==> config.mk <==
export PLATFORM = sky130hd
export DESIGN_NAME = wb_port_arbiter
export DESIGN_NICKNAME = d
export VERILOG_FILES = /design/src/rtl/wb_port_arbiter.sv
export SDC_FILE = /design/constraint.sdc
export NUM_CORES = 1
export LEC_CHECK = 0
export BUFFER_PORTS_ARGS = -buffer_cell sky130_fd_sc_hd__buf_4
export CAP_MARGIN = 10
export CELL_PAD_IN_SITES_DETAIL_PLACEMENT = 0
export CELL_PAD_IN_SITES_GLOBAL_PLACEMENT = 1
export CORE_AREA = 5 5 126 128
export DETAILED_ROUTE_END_ITERATION = 10
export DIE_AREA = 0 0 131 133
export PLACE_DENSITY_LB_ADDON = 0.2
export SLEW_MARGIN = 10
export SYNTH_ARGS = -nofsm -noshare
export SYNTH_HDL_FRONTEND = slang
export SYNTH_SLANG_ARGS = --single-unit
==> constraint.sdc <==
create_clock -name clk -period 8.4 [get_ports clk]
set_input_delay 2.52 -clock clk [delete_from_list [all_inputs] [get_ports clk]]
set_output_delay 2.52 -clock clk [all_outputs]
set_load 0.02 [all_outputs]
==> src/rtl/wb_port_arbiter.sv <==
// Register-file write-port arbiter: W stage has fixed priority, mul/div results queue in a
// 2-entry FIFO and drain into idle W slots. Optional same-cycle bypass under WB_BYPASS_EN.
module wb_port_arbiter #(
   parameter int unsigned STARVE_LIMIT = 4
) (
   input  logic        clk,
   input  logic        clrn,
   input  logic        wwreg,
   input  logic        wm2reg,
   input  logic [4:0]  wrd,
   input  logic [31:0] wresult,
   input  logic [31:0] wdataout,
   input  logic        md_valid,
   input  logic [4:0]  md_rd,
   input  logic [31:0] md_result,
   output logic        md_ready,
   output logic        rf_we,
   output logic [4:0]  rf_wn,
   output logic [31:0] rf_d,
   output logic        mw_bubble,
   output logic [31:0] pend_mask,
   output logic [1:0]  fifo_cnt
);

   localparam logic [3:0] LIMIT = 4'(STARVE_LIMIT);

   logic [4:0]  q_rd   [2];
   logic [31:0] q_data [2];
   logic [3:0]  starve_cnt;

   logic        wb_active;
   logic [31:0] wb_data;
   logic        fifo_empty;
   logic        bypass;
   logic        pop;
   logic        push;

   logic [4:0]  nxt_rd   [2];
   logic [31:0] nxt_data [2];
   logic [1:0]  nxt_cnt;
   logic [31:0] nxt_mask;

   assign wb_active  = wwreg & (wrd != 5'd0);
   assign wb_data    = wm2reg ? wdataout : wresult;
   assign fifo_empty = (fifo_cnt == 2'd0);
   assign md_ready   = (fifo_cnt < 2'd2) & ~clrn;

`ifdef WB_BYPASS_EN
   assign bypass = ~clrn & fifo_empty & ~wb_active & md_valid & (md_rd != 5'd0);
`else
   assign bypass = 1'b0;
`endif

   assign pop  = ~clrn & ~wb_active & ~fifo_empty;
   assign push = md_valid & md_ready & (md_rd != 5'd0) & ~bypass;

   assign mw_bubble = (starve_cnt == LIMIT);

   always_comb begin
      rf_we = 1'b0;
      rf_wn = 5'd0;
      rf_d  = 32'd0;
      if (!clrn) begin
         if (wb_active) begin
            rf_we = 1'b1;
            rf_wn = wrd;
            rf_d  = wb_data;
         end else if (!fifo_empty) begin
            rf_we = 1'b1;
            rf_wn = q_rd[0];
            rf_d  = q_data[0];
         end else if (bypass) begin
            rf_we = 1'b1;
            rf_wn = md_rd;
            rf_d  = md_result;
         end
      end
   end

   // Head lives in slot 0; a pop shifts slot 1 down before the push lands at the new tail.
   always_comb begin
      nxt_rd   = q_rd;
      nxt_data = q_data;
      nxt_cnt  = fifo_cnt;
      if (pop) begin
         nxt_rd[0]   = q_rd[1];
         nxt_data[0] = q_data[1];
         nxt_cnt     = fifo_cnt - 2'd1;
      end
      if (push) begin
         nxt_rd[nxt_cnt[0]]   = md_rd;
         nxt_data[nxt_cnt[0]] = md_result;
         nxt_cnt              = nxt_cnt + 2'd1;
      end
      nxt_mask = 32'd0;
      for (int i = 0; i < 2; i++) begin
         if (2'(i) < nxt_cnt) nxt_mask = nxt_mask | (32'd1 << nxt_rd[i]);
      end
   end

   always_ff @(posedge clk) begin
      if (clrn) begin
         q_rd[0]    <= 5'd0;
         q_rd[1]    <= 5'd0;
         q_data[0]  <= 32'd0;
         q_data[1]  <= 32'd0;
         fifo_cnt   <= 2'd0;
         pend_mask  <= 32'd0;
         starve_cnt <= 4'd0;
      end else begin
         q_rd      <= nxt_rd;
         q_data    <= nxt_data;
         fifo_cnt  <= nxt_cnt;
         pend_mask <= nxt_mask;
         if (pop || fifo_empty) starve_cnt <= 4'd0;
         else if (wb_active && starve_cnt != LIMIT) starve_cnt <= starve_cnt + 4'd1;
      end
   end

endmodule

# After elaboration in Yosys (flattened, before gate mapping)
# Index checks and enable logic that the tools add are counted.
[classes]
magnitude_cmp = 5
muxes = 24
eq_ne = 2
bitwise_logic = 11
reduce_logical = 7
shifts = 2
add_sub_neg = 3
[ops]
columns = ["operator", "count"]
rows = [
  ["two-way mux 32 bit", 8],
  ["bitwise mux 64 bit", 1],
  ["two-way mux 64 bit", 1],
  ["<< shifter 1 x 5 -> 32 bit, first input constant", 2],
  ["demux 32 bit (select 1 bit)", 1],
  ["OR 32 bit", 1],
  ["two-way mux 5 bit", 5],
  ["bitwise mux 10 bit", 1],
  ["two-way mux 10 bit", 1],
  ["nonzero test 5 bit", 2],
  ["bitwise AND 1 bit", 6],
  ["demux 5 bit (select 1 bit)", 1],
  ["adder 4 x 1 -> 4 bit, second input constant", 1],
  ["equality test 4 x 3 -> 1 bit, second input constant", 1],
  ["< comparator 1 x 2 -> 1 bit, first input constant", 2],
  ["two-way mux 2 bit", 2],
  ["inequality test 4 x 3 -> 1 bit, second input constant", 1],
  ["two-way mux 1 bit", 3],
  ["NOT 1 bit", 3],
  ["adder 2 x 1 -> 2 bit, second input constant", 1],
  ["greater-or-equal comparator 2 bit, second input constant", 1],
  ["logical AND 1 bit", 2],
  ["zero test 2 bit", 1],
  ["< comparator 2 x 1 -> 1 bit, second input constant", 1],
  ["other kinds (5)", 5],
]
[word_totals]
wordCells = 61
out_inout_bits = 74
register_bits = 112

# Depth between registers and ports, before layout
# Gate-level depths: netlist (run 1).
[logic_depth]
ltp_word = 17
depth_mapped = 10
mapped_depth_nobuf = 9

# Least setup slack after synthesis (run 1)
# OpenSTA, ideal clock, no wires.
[synth_timing]
path_kind = "in2out"
from = "input clrn"
to = "output rf_d[0]"
slack_ns = 1.562
required_ns = 5.880
cell_stages = 7
arrival_time_ns = 4.318
path_cell_list = "buf_6 > or4_4 > o21ai_2 > clkbuf_1 > clkbuf_1 > nand2_1 > o21ai_0"
[synth_between]
elab_chain_len = 1
[synth_lines]
columns = ["item", "line", "source"]
rows = [
  ["start, declared", "7", "input logic clrn,"],
  ["two-way mux 32 bit", "63", "if (!clrn) begin"],
  ["end, declared", "19", "output logic [31:0] rf_d,"],
]
# No other way between the ends.

# Final worst setup path (run 1)
[layout_timing]
from = "input clrn"
to = "output rf_d[15]"
# The elaborated chain is that of the path after synthesis.

==> results of run 1 <==
cell type report:
type / count / share of cell area
multi-input cells: 493 / 0.433
flip-flops and latches: 112 / 0.302
clock buffers: 11 / 0.0340
inverters: 10 / 0.00505
repair buffers: 187 / 0.189
clock inverters: 5 / 0.00556
well taps: 188 / 0.0316
stage by stage:
| step | cell area [µm²] | power [mW] | setup WS (ns) | hold slack [ns] |
|---|---|---|---|---|
| after CTS | 7430 | 1.39 | 1.28 | 0.479 |
| after global routing | 7430 | 1.45 | 1.12 | 0.503 |
| after global placement | 7140 | 0.962 | 1.28 | 0.459 |
| final | 7430 | 1.38 | 1.32 | 0.476 |
| after floorplan | 5710 | 0.840 | 1.56 | 0.454 |
| after detailed placement | 7140 | 0.972 | 1.27 | 0.469 |
tightest hold or removal path, delay by kind of cell (launching register included):
family	cells	cell delay (ns)
simple gates	1	0.05
flops	1	0.31
compound gates	1	0.07
placed cells by master (no fill, tap or decap), types with 4 or more instances in the layout:
master       n
buf_4      187
nand2_1    113
dfxtp_1    112
nor2_1      98
mux2i_1     73
a311oi_1    36
o21ai_0     35
o32ai_1     16
a32o_1      16
inv_1       10
nand2b_1     9
clkbuf_16    9
a21oi_1      8
or3_1        6
nor2b_1      6
nand3b_1     6
a22o_1       5
o21a_1       4
nand3_1      4
path summary, 6_finish.rpt:
path / start / endpoint / slack [ns] / depth (start not counted)
max reg2reg: fifo_cnt[0] / pend_mask[10] / 4.54 / 8
min: flop / q_data[37] / 0.48 / 2
max: clrn / rf_d[15] / 1.32 / 7
min reg2reg: flop / q_data[37] / 0.48 / 2
logic make-up after synthesis:
logic type      share of synthesized area
fa+ha+maj                         0.00877
mux                                 0.139
compound gates                      0.211
xor+xnor                          0.00943
simple gates                        0.192
flops                               0.393
buf+inv                            0.0467
power by group:
group,internal [mW],total [mW],switching [mW]
Combinational,0.146,0.363,0.217
Sequential,0.571,0.598,0.0273
Clock,0.219,0.415,0.196
metal layers:
layer | vias to the layer above | share of wire
met1 | 2595 | 0.40
li1 | 2694 | -
met5 | - | 0
met3 | 31 | 0.064
met4 | 0 | 0.020
met2 | 158 | 0.51
==> results.py, run 1 <==
metrics = {
    "outcome": {
        "outcome": "completed",
    },
    "clock_tree": {
        "cts-root-buf": "clkbuf_16",
        "ctsHoldBuffers": 0,
        "clkTransAtPathRegs_ns": 0.07,
        "cts_resized": 0,
        "cts_tree": "done",
        "ctsHtreeMaxLevel": 3,
        "cts_setup_buffers": 0,
        "cts_made_buffers": 9,
        "cts_buffer_depth": 2,
        "cts_sinks": 112,
        "clock_latency_ns": 0.35,
    },
    "timing": {
        "skew_ns": 0.00518,
        "hold_violations": 0,
        "setup_viol": 0,
        "slew_violations": 0,
        "slew_headroom": 0.267,
        "worst_pin_slew_ns": 1.10,
        "grt_setup_unrepaired": "no",
        "fin_crit_sh": 0.843,
        "layout_min_cycle_time_ns": 7.08,
        "timing.fmax_mhz": 141,
        "final.setup.tns_ns": 0,
    },
    "yosys": {
        "synth_edf_count": 0,
        "synthFlopType": "dfxtp_1",
        "synth_cells": 669,
        "syn_area_um2": 5710,
        "avgSynthCellArea_um2": 8.53,
        "synth_common_cells": "113 x nand2_1, 112 x dfxtp_1, 98 x nor2_1",
        "synth_top_area_cell": "dfxtp_1",
        "yosysWarnings": 0,
        "synth.area.top_cells": "dfxtp_1 39%, mux2i_1 13%, nand2_1 7.4%, nor2_1 6.4%, a311oi_1 5.5%",
        "ys_ff_latch": 112,
        "ys_types": 56,
        "seq_area_frac_synth": 0.393,
        "syn_nets": 784,
        "ys_async_sr_fraction": 0,
        "yosysMostFrequentCell": "nand2_1",
        "yosysTopAreaCellShare": 0.393,
    },
    "final_layout": {
        "area_growth_pct": 30.2,
        "regArea_um2": 2240,
        "fin_cells": 1006,
        "post-route-util": 0.504,
        "drive_above_1_share": 0.276,
        "nets": 928,
        "antennaDiodeCount": 0,
        "n_fill_cell": 1433,
        "multi_input_area_um2": 3220,
    },
    "placed_design": {
        "place_inst": 990,
        "place_congestion": 0.857,
        "port_buffers": 184,
        "hpwl_um": 12000,
    },
    "floorplan": {
        "start_util": 0.387,
        "ios": 185,
        "die_area_um2": 17400,
        "num_rows": 45,
        "coreArea_um2": 14800,
        "fp.dieW_um": 131,
        "die_y_um": 133,
    },
    "global_route": {
        "grt_start_max_net_pins": 100,
        "busiest_layer": "met2",
        "use_met2": 0.330,
        "grt_overflow": 0,
        "grt_pass1_wl_um": 26400,
        "grt_antenna_before_repair": 0,
        "use_met1": 0.219,
        "grt_use_met3": 0.0497,
        "grt_pass1_vias": 5406,
        "track_usage": 0.187,
    },
    "detailed_routing": {
        "via_per_inst": 5.45,
        "wl_per_cell_um": 16.9,
        "drc": 0,
        "antenna_left": 0,
        "wirelength_um": 17000,
        "drtPass1Iterations": 5,
        "vias": 5478,
        "drtIter0Drc": 331,
    },
    "worst_setup_path": {
        "crit_fanout": 99,
        "cp_cell_sequence": "buf_4, or4_4, o21ai_4, buf_4, nand2_1, o21ai_0, buf_4",
        "crit_type": "in -> out",
        "cp_num_buf_inv": 3,
        "crit_path_frequent_cell": "buf_4",
        "cp.arrival_ns": 4.56,
        "slowest_delay_ns": 0.68,
        "cp-end-kind": "output port",
        "critical_path_required_ns": 5.88,
        "cp_slowest_cell": "or4_4",
        "critPathTopFamily": "buffers and inverters",
        "cp-start-kind": "input port",
    },
    "power_and_ir_drop": {
        "p_per_area_nw_per_um2": 185,
        "leakage_nw": 2.93,
        "peakVddDrop_v": 0.000111,
    },
    "job": {
        "drv_cap": 0,
    },
    "hold_path": {
        "hold_class": "reg -> reg",
    },
}
(Power assumes the default switching activity.)
==> run 2: changes to the inputs <==
--- a/config.mk
+++ b/config.mk
@@ -9,9 +9,9 @@
 export CAP_MARGIN = 10
 export CELL_PAD_IN_SITES_DETAIL_PLACEMENT = 0
 export CELL_PAD_IN_SITES_GLOBAL_PLACEMENT = 1
-export CORE_AREA = 5 5 126 128
+export CORE_AREA = 5 5 131 133
 export DETAILED_ROUTE_END_ITERATION = 10
-export DIE_AREA = 0 0 131 133
+export DIE_AREA = 0 0 136 138
 export PLACE_DENSITY_LB_ADDON = 0.2
 export SLEW_MARGIN = 10
 export SYNTH_ARGS = -nofsm -noshare
==> constraint.sdc (replaced) <==
create_clock -name clk -period 7.1 [get_ports clk]
set_input_delay 2.13 -clock clk [delete_from_list [all_inputs] [get_ports clk]]
set_output_delay 2.13 -clock clk [all_outputs]
set_load 0.02 [all_outputs]
==> run 2 against run 1 <==
Compared with the run above:
- power is 21% higher
- highest routed layer unchanged
- global-route usage is 0.63 points lower
- flip-flop and latch count is the same
- final cell count grew 3.2%
==> results.py, run 2 (same netlist as run 1, synthesis figures left out) <==
metrics = {
    "timing": {
        "slew_violations": 0,
        "final.setup.tns_ns": 0,
        "grt_setup_unrepaired": "no",
        "skew_ns": 0.00508,
        "layout_min_cycle_time_ns": 6.25,
        "setup_viol": 0,
        "fin_crit_sh": 0.880,
        "hold_violations": 0,
        "slew_headroom": 0.309,
        "timing.fmax_mhz": 160,
        "worst_pin_slew_ns": 1.04,
    },
    "global_route": {
        "grt_pass1_wl_um": 27700,
        "grt_antenna_before_repair": 0,
        "grt_overflow": 0,
        "grt_start_max_net_pins": 94,
        "track_usage": 0.181,
        "grt_pass1_vias": 5465,
    },
    "floorplan": {
        "ios": 185,
        "die_y_um": 138,
        "start_util": 0.363,
        "coreArea_um2": 15700,
        "num_rows": 46,
        "fp.dieW_um": 136,
        "die_area_um2": 18800,
    },
    "outcome": {
        "outcome": "completed",
    },
    "worst_setup_path": {
        "rr_endpoint": "pend_mask[13]",
        "reg2reg_slack_ns": 3.59,
        "r2r_start": "fifo_cnt[0]",
        "cp.arrival_ns": 4.12,
        "crit_type": "in -> out",
        "cp-start-kind": "input port",
        "crit_fanout": 32,
        "reg2reg_depth": 8,
        "critical_path_required_ns": 4.97,
        "cp-end-kind": "output port",
    },
    "final_layout": {
        "fin_cells": 1038,
        "multi_input_area_um2": 3220,
        "regArea_um2": 2240,
        "nets": 932,
        "mostFrequentLayoutCells": "191 x buf_4, 113 x nand2_1, 112 x dfxtp_1, 98 x nor2_1, 73 x mux2i_1",
        "n_fill_cell": 1569,
        "antennaDiodeCount": 0,
        "drive_above_1_share": 0.279,
        "final_common_cell": "buf_4",
        "area_growth_pct": 31.6,
    },
    "power_and_ir_drop": {
        "p_per_area_nw_per_um2": 221,
        "leakage_nw": 2.95,
        "peakVddDrop_v": 0.000130,
    },
    "placed_design": {
        "place_inst": 1022,
        "port_buffers": 184,
        "place_congestion": 0.850,
        "hpwl_um": 12500,
    },
    "detailed_routing": {
        "drtIter0Drc": 227,
        "via_per_inst": 5.27,
        "drtPass1Iterations": 5,
        "wirelength_um": 17400,
        "wl_per_cell_um": 16.7,
        "antenna_left": 0,
        "vias": 5472,
        "drc": 0,
    },
    "clock_tree": {
        "clock_latency_ns": 0.35,
        "ctsHoldBuffers": 0,
        "cts_setup_buffers": 0,
        "cts_resized": 0,
        "cts_tree": "done",
        "cts_made_buffers": 9,
        "clkTransAtPathRegs_ns": 0.07,
        "cts-root-buf": "clkbuf_16",
        "cts_sinks": 112,
        "cts_buffer_depth": 2,
        "ctsHtreeMaxLevel": 3,
    },
    "job": {
        "drv_cap": 0,
    },
    "hold_path": {
        "hold_class": "reg -> reg",
        "hold_path_end": "q_data[47]",
        "hold_depth": 2,
    },
}
==> run 2: cell types whose count changed in the layout (fill, tap and decap cells not counted), sizes merged <==
cell      previous run  this run
clkbuf              11        12
clkinvlp             2         3
buf                187       191
bufinv               0         1
clkinv               3         0
==> run 2: layer usage <==
| metal | up-vias | global-route usage | wire length (µm) |
|---|---|---|---|
| met2 | 153 | 0.318 | 8800 |
| li1 | 2693 | - | - |
| met5 | - | 0 | 0 |
| met3 | 24 | 0.0512 | 1020 |
| met4 | 0 | 0.0488 | 340 |
| met1 | 2602 | 0.215 | 7210 |
==> run 2: worst max-delay path, stage by stage <==
cell and delay, ns:
buf_4 0.12, or4_1 0.55, o21ai_0 0.39, or2_2 0.53, o21ai_0 0.19, buf_4 0.19
==> run 2: worst max path at each step <==
stage	cells after the start	end	from
finish	6	rf_d[7]	wrd[1]
detailed placement	6	rf_d[22]	wrd[1]
global placement	6	rf_d[15]	wrd[1]
CTS	6	rf_d[22]	wrd[1]
floorplan	7	rf_d[0]	clrn
global route	6	rf_d[20]	wrd[1]
==> run 2: stage by stage <==
step / hold slack, ns / util / power, mW / instance area (µm²) / setup slack (ns)
finish: 0.475 / 0.478 / 1.66 / 7510 / 0.850
global route: 0.500 / 0.478 / 1.74 / 7510 / 0.655
CTS: 0.481 / 0.478 / 1.67 / 7510 / 0.822
detailed placement: 0.472 / 0.458 / 1.15 / 7200 / 0.829
global placement: 0.459 / 0.458 / 1.14 / 7200 / 0.926
floorplan: 0.454 / - / 0.994 / 5710 / 1.04
==> run 2: where the power goes <==
part | leakage (nW) | total (mW) | switching [mW] | internal [mW]
clock network | 0.141 | 0.523 | 0.230 | 0.293
logic | 1.90 | 0.432 | 0.258 | 0.174
registers | 0.910 | 0.708 | 0.0330 | 0.675
total | 2.95 | 1.66 | 0.522 | 1.14
==> run 2: cell type report <==
class | instances | area share
Multi-Input combinational cell | 493 | 0.429
Sequential cell | 112 | 0.298
Timing Repair Buffer | 191 | 0.191
Tap cell | 216 | 0.0360
Clock buffer | 12 | 0.0341
Clock inverter | 4 | 0.00700
Inverter | 10 | 0.00500
